`config.mk`:
```
export PLATFORM = sky130hd
export DESIGN_NAME = serial_rx
export DESIGN_NICKNAME = d
export VERILOG_FILES = /design/src/rtl/serial_rx.sv
export SDC_FILE = /design/constraint.sdc
export NUM_CORES = 1
export LEC_CHECK = 0
export BUFFER_PORTS_ARGS = -buffer_cell sky130_fd_sc_hd__clkbuf_2
export CORE_ASPECT_RATIO = 0.7
export CORE_UTILIZATION = 55
export CTS_CLUSTER_SIZE = 25
export DETAILED_ROUTE_END_ITERATION = 8
export PLACE_DENSITY = 0.8
export SYNTH_ARGS = -nofsm -noshare
export SYNTH_HDL_FRONTEND = slang
export SYNTH_SLANG_ARGS = --single-unit
```
`constraint.sdc`:
```
create_clock -name clk -period 6.6 [get_ports clk]
set_clock_uncertainty 0.15 [all_clocks]
set_input_delay 0.66 -clock clk [delete_from_list [all_inputs] [get_ports clk]]
set_output_delay 0.66 -clock clk [all_outputs]
set_load 0.05 [all_outputs]
```
`src/rtl/serial_rx.sv`:
```
`default_nettype none
// ============================================================================
// Module   : serial_rx
// Brief    : 16x-oversampled 8-bit async serial receiver with ack handshake.
//            Define SERIAL_RX_PARITY_EN to add one even-parity bit per frame.
// Revision : 1.0
// ============================================================================
module serial_rx #(
   parameter int DIV = 27
) (
   input  logic       clk,
   input  logic       rst,
   input  logic       RxD,
   input  logic       int_ack,
   output logic       int_req,
   output logic [7:0] data_out,
   output logic       frame_err,
   output logic       overrun,
   output logic       rx_busy
);
   localparam logic [15:0] c_div_reload  = 16'(DIV - 1);
   localparam logic [3:0]  c_sample_tick = 4'd7;

   typedef enum logic [2:0] {
      IDLE   = 3'd0,
      START  = 3'd1,
      DATA   = 3'd2,
`ifdef SERIAL_RX_PARITY_EN
      PARITY = 3'd3,
`endif
      STOP   = 3'd4
   } state_t;

   state_t      r_state;
   state_t      w_state_nxt;
   logic [1:0]  r_sync;
   logic [1:0]  r_sync_vld;
   logic        r_armed;
   logic [15:0] r_div_cnt;
   logic [3:0]  r_tick_cnt;
   logic [2:0]  r_bit_cnt;
   logic [7:0]  r_shift;
   logic        w_rxd;
   logic        w_tick;
   logic        w_sample;
   logic        w_start;
   logic        w_stop_smp;
   logic        w_par_bad;

   assign w_rxd      = r_sync[1];
   assign w_tick     = (r_div_cnt == 16'd0);
   assign w_sample   = (r_state != IDLE) && w_tick && (r_tick_cnt == c_sample_tick);
   // A start needs a high level seen since reset or since the last frame,
   // so a break or a line held low across reset never retriggers.
   assign w_start    = (r_state == IDLE) && r_armed && !w_rxd;
   assign w_stop_smp = (r_state == STOP) && w_sample;
   assign rx_busy    = (r_state != IDLE);

`ifdef SERIAL_RX_PARITY_EN
   logic r_par_err;
   always_ff @(posedge clk or negedge rst) begin
      if (!rst) begin
         r_par_err <= 1'b0;
      end else if (w_start) begin
         r_par_err <= 1'b0;
      end else if (r_state == PARITY && w_sample) begin
         r_par_err <= (w_rxd != ^r_shift);
      end
   end
   assign w_par_bad = r_par_err;
`else
   assign w_par_bad = 1'b0;
`endif

   always_ff @(posedge clk or negedge rst) begin
      if (!rst) r_state <= IDLE;
      else      r_state <= w_state_nxt;
   end

   always_comb begin
      w_state_nxt = r_state;
      case (r_state)
         IDLE:   if (w_start) w_state_nxt = START;
         START:  if (w_sample) w_state_nxt = w_rxd ? IDLE : DATA;
         DATA: begin
            if (w_sample && r_bit_cnt == 3'd7) begin
`ifdef SERIAL_RX_PARITY_EN
               w_state_nxt = PARITY;
`else
               w_state_nxt = STOP;
`endif
            end
         end
`ifdef SERIAL_RX_PARITY_EN
         PARITY: if (w_sample) w_state_nxt = STOP;
`endif
         STOP:   if (w_sample) w_state_nxt = IDLE;
         default: w_state_nxt = IDLE;
      endcase
   end

   always_ff @(posedge clk or negedge rst) begin
      if (!rst) begin
         r_sync     <= 2'b11;
         r_sync_vld <= 2'b00;
         r_armed    <= 1'b0;
         r_div_cnt  <= 16'd0;
         r_tick_cnt <= 4'd0;
         r_bit_cnt  <= 3'd0;
         r_shift    <= 8'h00;
      end else begin
         r_sync     <= {r_sync[0], RxD};
         r_sync_vld <= {r_sync_vld[0], 1'b1};
         if (w_start)
            r_armed <= 1'b0;
         else if (r_state == IDLE && r_sync_vld[1] && w_rxd)
            r_armed <= 1'b1;

         // Tick phase restarts at the detected edge so tick 8 lands mid-bit.
         if (w_start) begin
            r_div_cnt  <= c_div_reload;
            r_tick_cnt <= 4'd0;
            r_bit_cnt  <= 3'd0;
         end else if (r_state != IDLE) begin
            if (w_tick) begin
               r_div_cnt  <= c_div_reload;
               r_tick_cnt <= r_tick_cnt + 4'd1;
            end else begin
               r_div_cnt  <= r_div_cnt - 16'd1;
            end
         end

         if (r_state == DATA && w_sample) begin
            r_shift   <= {w_rxd, r_shift[7:1]};
            r_bit_cnt <= r_bit_cnt + 3'd1;
         end
      end
   end

   always_ff @(posedge clk or negedge rst) begin
      if (!rst) begin
         int_req   <= 1'b0;
         data_out  <= 8'h00;
         frame_err <= 1'b0;
         overrun   <= 1'b0;
      end else begin
         if (int_ack) begin
            int_req   <= 1'b0;
            frame_err <= 1'b0;
            overrun   <= 1'b0;
         end
         // Completion events override the ack clear issued in the same cycle.
         if (w_stop_smp) begin
            if (!w_rxd || w_par_bad) begin
               frame_err <= 1'b1;
            end else if (!int_req || int_ack) begin
               data_out <= r_shift;
               int_req  <= 1'b1;
            end else begin
               overrun  <= 1'b1;
            end
         end
      end
   end

endmodule
`default_nettype wire

```
==> impl_metrics.py <==
metrics = {
    "clock_tree": {
        "clockRootBuffer": "clkbuf_8",
        "post_cts_resized": 0,
        "clk_pin_slew_ns": 0.09,
        "clkSinkCount": 50,
        "hold_buffers": 0,
        "htree_levels": 2,
        "clk_latency_ns": 0.30,
        "cts_tree": "built",
        "cts_setup_buffers": 0,
        "clockBufferDepth": 2,
        "numCtsBuffers": 5,
    },
    "synth": {
        "syn_avg_cell_area_um2": 10.87,
        "ys_ff_latch": 50,
        "yosysUniqueCellTypes": 45,
        "synth_edf_count": 0,
        "postSynthCellCount": 219,
        "netlist_top_cells_count": "dfrtp_1, mux2_2, nand2_1",
        "synth_area_um2": 2381,
        "yosysMostFrequentCell": "dfrtp_1",
        "ys_seq_area_frac": 0.5265,
        "async_flop_share": 1.000,
        "netlist_top_cells_area": "dfrtp_1, mux2_2, nand2_1",
        "synthesis.nets": 227,
        "synth_top_cell_area_share": 0.5045,
        "ys.flop_type": "dfrtp_1",
        "yosysWarnings": 0,
        "synth_largest_area_cell": "dfrtp_1",
    },
    "placed_design": {
        "dp_hpwl_um": 3298,
        "port_buffers": 15,
        "place_ws_ns": 3.362,
        "gp_congestion": 0.8738,
    },
    "grt": {
        "grt_max_degree": 51,
        "grt_pass1_vias": 1618,
        "grt_remaining_overflow": 0,
        "grtUsageTotal": 0.2356,
        "antenna_found_initial": 0,
        "grt_pass1_wl_um": 8086,
    },
    "power_and_ir_drop": {
        "powerDensity_nw_per_um2": 369.6,
        "p_leak_nw": 1.204,
        "vdd_drop_max_uv": 214.6,
    },
    "drt": {
        "firstDrtPassIters": 5,
        "routed_wl_um": 4822,
        "drc_errors": 0,
        "wl_per_cell_um": 16.63,
        "vias_per_cell": 6.203,
        "vias": 1799,
        "route.antenna.remaining_nets": 0,
        "drt-initial-drc-count": 285,
    },
    "sta": {
        "setup_tns_ns": 0,
        "worst_pin_slew_ns": 1.086,
        "fin_crit_sh": 0.5568,
        "max_freq_ghz": 0.2721,
        "hold_viol": 0,
        "setup_ws_ns": 2.925,
        "setup_viol": 0,
        "period_needed_ns": 3.675,
        "max-slew-margin-rel": 0.2719,
        "rsz0062_at_grt": "no",
        "slew_viol_final": 0,
    },
    "setup_path": {
        "required_ns": 5.79,
        "critPathLaunchType": "flop",
        "critical_path_arrival_ns": 2.86,
        "cp_max_fo": 19,
        "r2r_cells": 5,
        "setup.worst_path.end_class": "output pin",
        "critPathKind": "reg -> out",
    },
    "worst_hold_path": {
        "hold_depth": 0,
        "hp-class": "reg -> reg",
    },
    "cells_and_area": {
        "multi_input_area_um2": 1075,
        "antenna_cells": 0,
        "regArea_um2": 1254,
        "area_growth_pct": 9.511,
        "n_fill_cell": 313,
        "nets": 245,
        "drive_gt1_frac": 0.2269,
        "postLayoutCoreUtil": 0.6452,
    },
    "run_status": {
        "status": "completed",
    },
    "floorplanning": {
        "design.core.area_um2": 4041,
        "ios": 16,
        "fp.dieH_um": 57.05,
        "start_util": 0.5892,
        "die_w_um": 80.64,
        "rows": 19,
        "die-area_um2": 4601,
    },
    "run": {
        "maxCapViolCount": 0,
    },
}
[final timing paths]
check | end | slack (ns) | start
worst max-delay path | rx_busy | 2.93 | r_state[2]
worst min-delay path | r_sync_vld[1] | 0.20 | r_sync_vld[0]
worst max register to register | r_div_cnt[10] | 3.28 | r_state[2]
worst min register to register | r_sync_vld[1] | 0.20 | r_sync_vld[0]
max in group asynchronous | r_tick_cnt[0] | 5.60 | rst
min in group asynchronous | frame_err | 0.30 | rst
[metal layers]
metal	share of wire	global-route usage	vias to the layer above
li1	-	-	858
met2	0.40	0.2857	59
met3	0.066	0.05440	8
met4	0.015	0.08163	0
met1	0.52	0.4002	874
met5	0	0	-
[critical path: stages (launching register included)]
cell      delay (ns)
dfrtp_1         0.47
nor3_2          0.91
clkinv_1        0.76
clkbuf_2        0.42
[cell type report]
type | count | area share
Clock buffer | 5 | 0.02639
Clock inverter | 3 | 0.008157
Inverter | 7 | 0.01008
Multi-Input combinational cell | 155 | 0.4122
Sequential cell | 50 | 0.4808
Tap cell | 52 | 0.02495
Timing Repair Buffer | 18 | 0.03743
[flip-flops by register name, summed over array words and instances (netlist names), 2 cells and up]
signal      flops
r_tick_cnt      4
data_out        8
r_div_cnt      16
r_sync          2
r_sync_vld      2
r_shift         8
r_state         3
r_bit_cnt       3
[per-stage QoR]
stage | instances | cell area, um2 | total power (W) | hold slack (ns)
2_1_floorplan | 219 | 2381 | 0.0006770 | 0.1812
3_3_place_gp | 282 | 2517 | 0.0007671 | 0.1823
3_5_place_dp | 282 | 2517 | 0.0007720 | 0.1865
4_1_cts | 290 | 2608 | 0.0009549 | 0.2080
5_1_grt | 290 | 2608 | 0.001025 | 0.2101
6_report | 290 | 2608 | 0.0009637 | 0.2044
[report_power, final]
| part | total, W | internal [W] | leakage (nW) | switching, W |
|---|---|---|---|---|
| clock | 0.000180 | 0.0000747 | 0.0441 | 0.000105 |
| combinational | 0.000361 | 0.000122 | 0.496 | 0.000239 |
| sequential | 0.000423 | 0.000361 | 0.663 | 0.0000627 |
| total | 0.000964 | 0.000557 | 1.20 | 0.000407 |
[logic make-up after synthesis]
family / count (synthesis) / synth area share
AO/OA/AOI/OAI: 44 / 0.1272
XOR/XNOR: 2 / 0.007358
adder cells (fa/ha/maj): 4 / 0.02102
buffers and inverters: 14 / 0.02207
flip-flops: 50 / 0.5265
multiplexers: 21 / 0.09827
other: 1 / 0.001575
AND/OR/NAND/NOR: 83 / 0.1960
[cells in the final DEF (no fill, tap or decap), drive strengths merged, types with 6 or more instances in the layout]
cell	synthesis	layout
dfrtp	48	48
clkbuf	7	20
mux2	19	19
nand2	18	18
nor2	14	14
o21ai	10	10
nand4	9	9
nor3	9	9
nand3	8	8
a31oi	8	8
inv	6	6
Note: power is estimated with default switching activity, not from simulation.
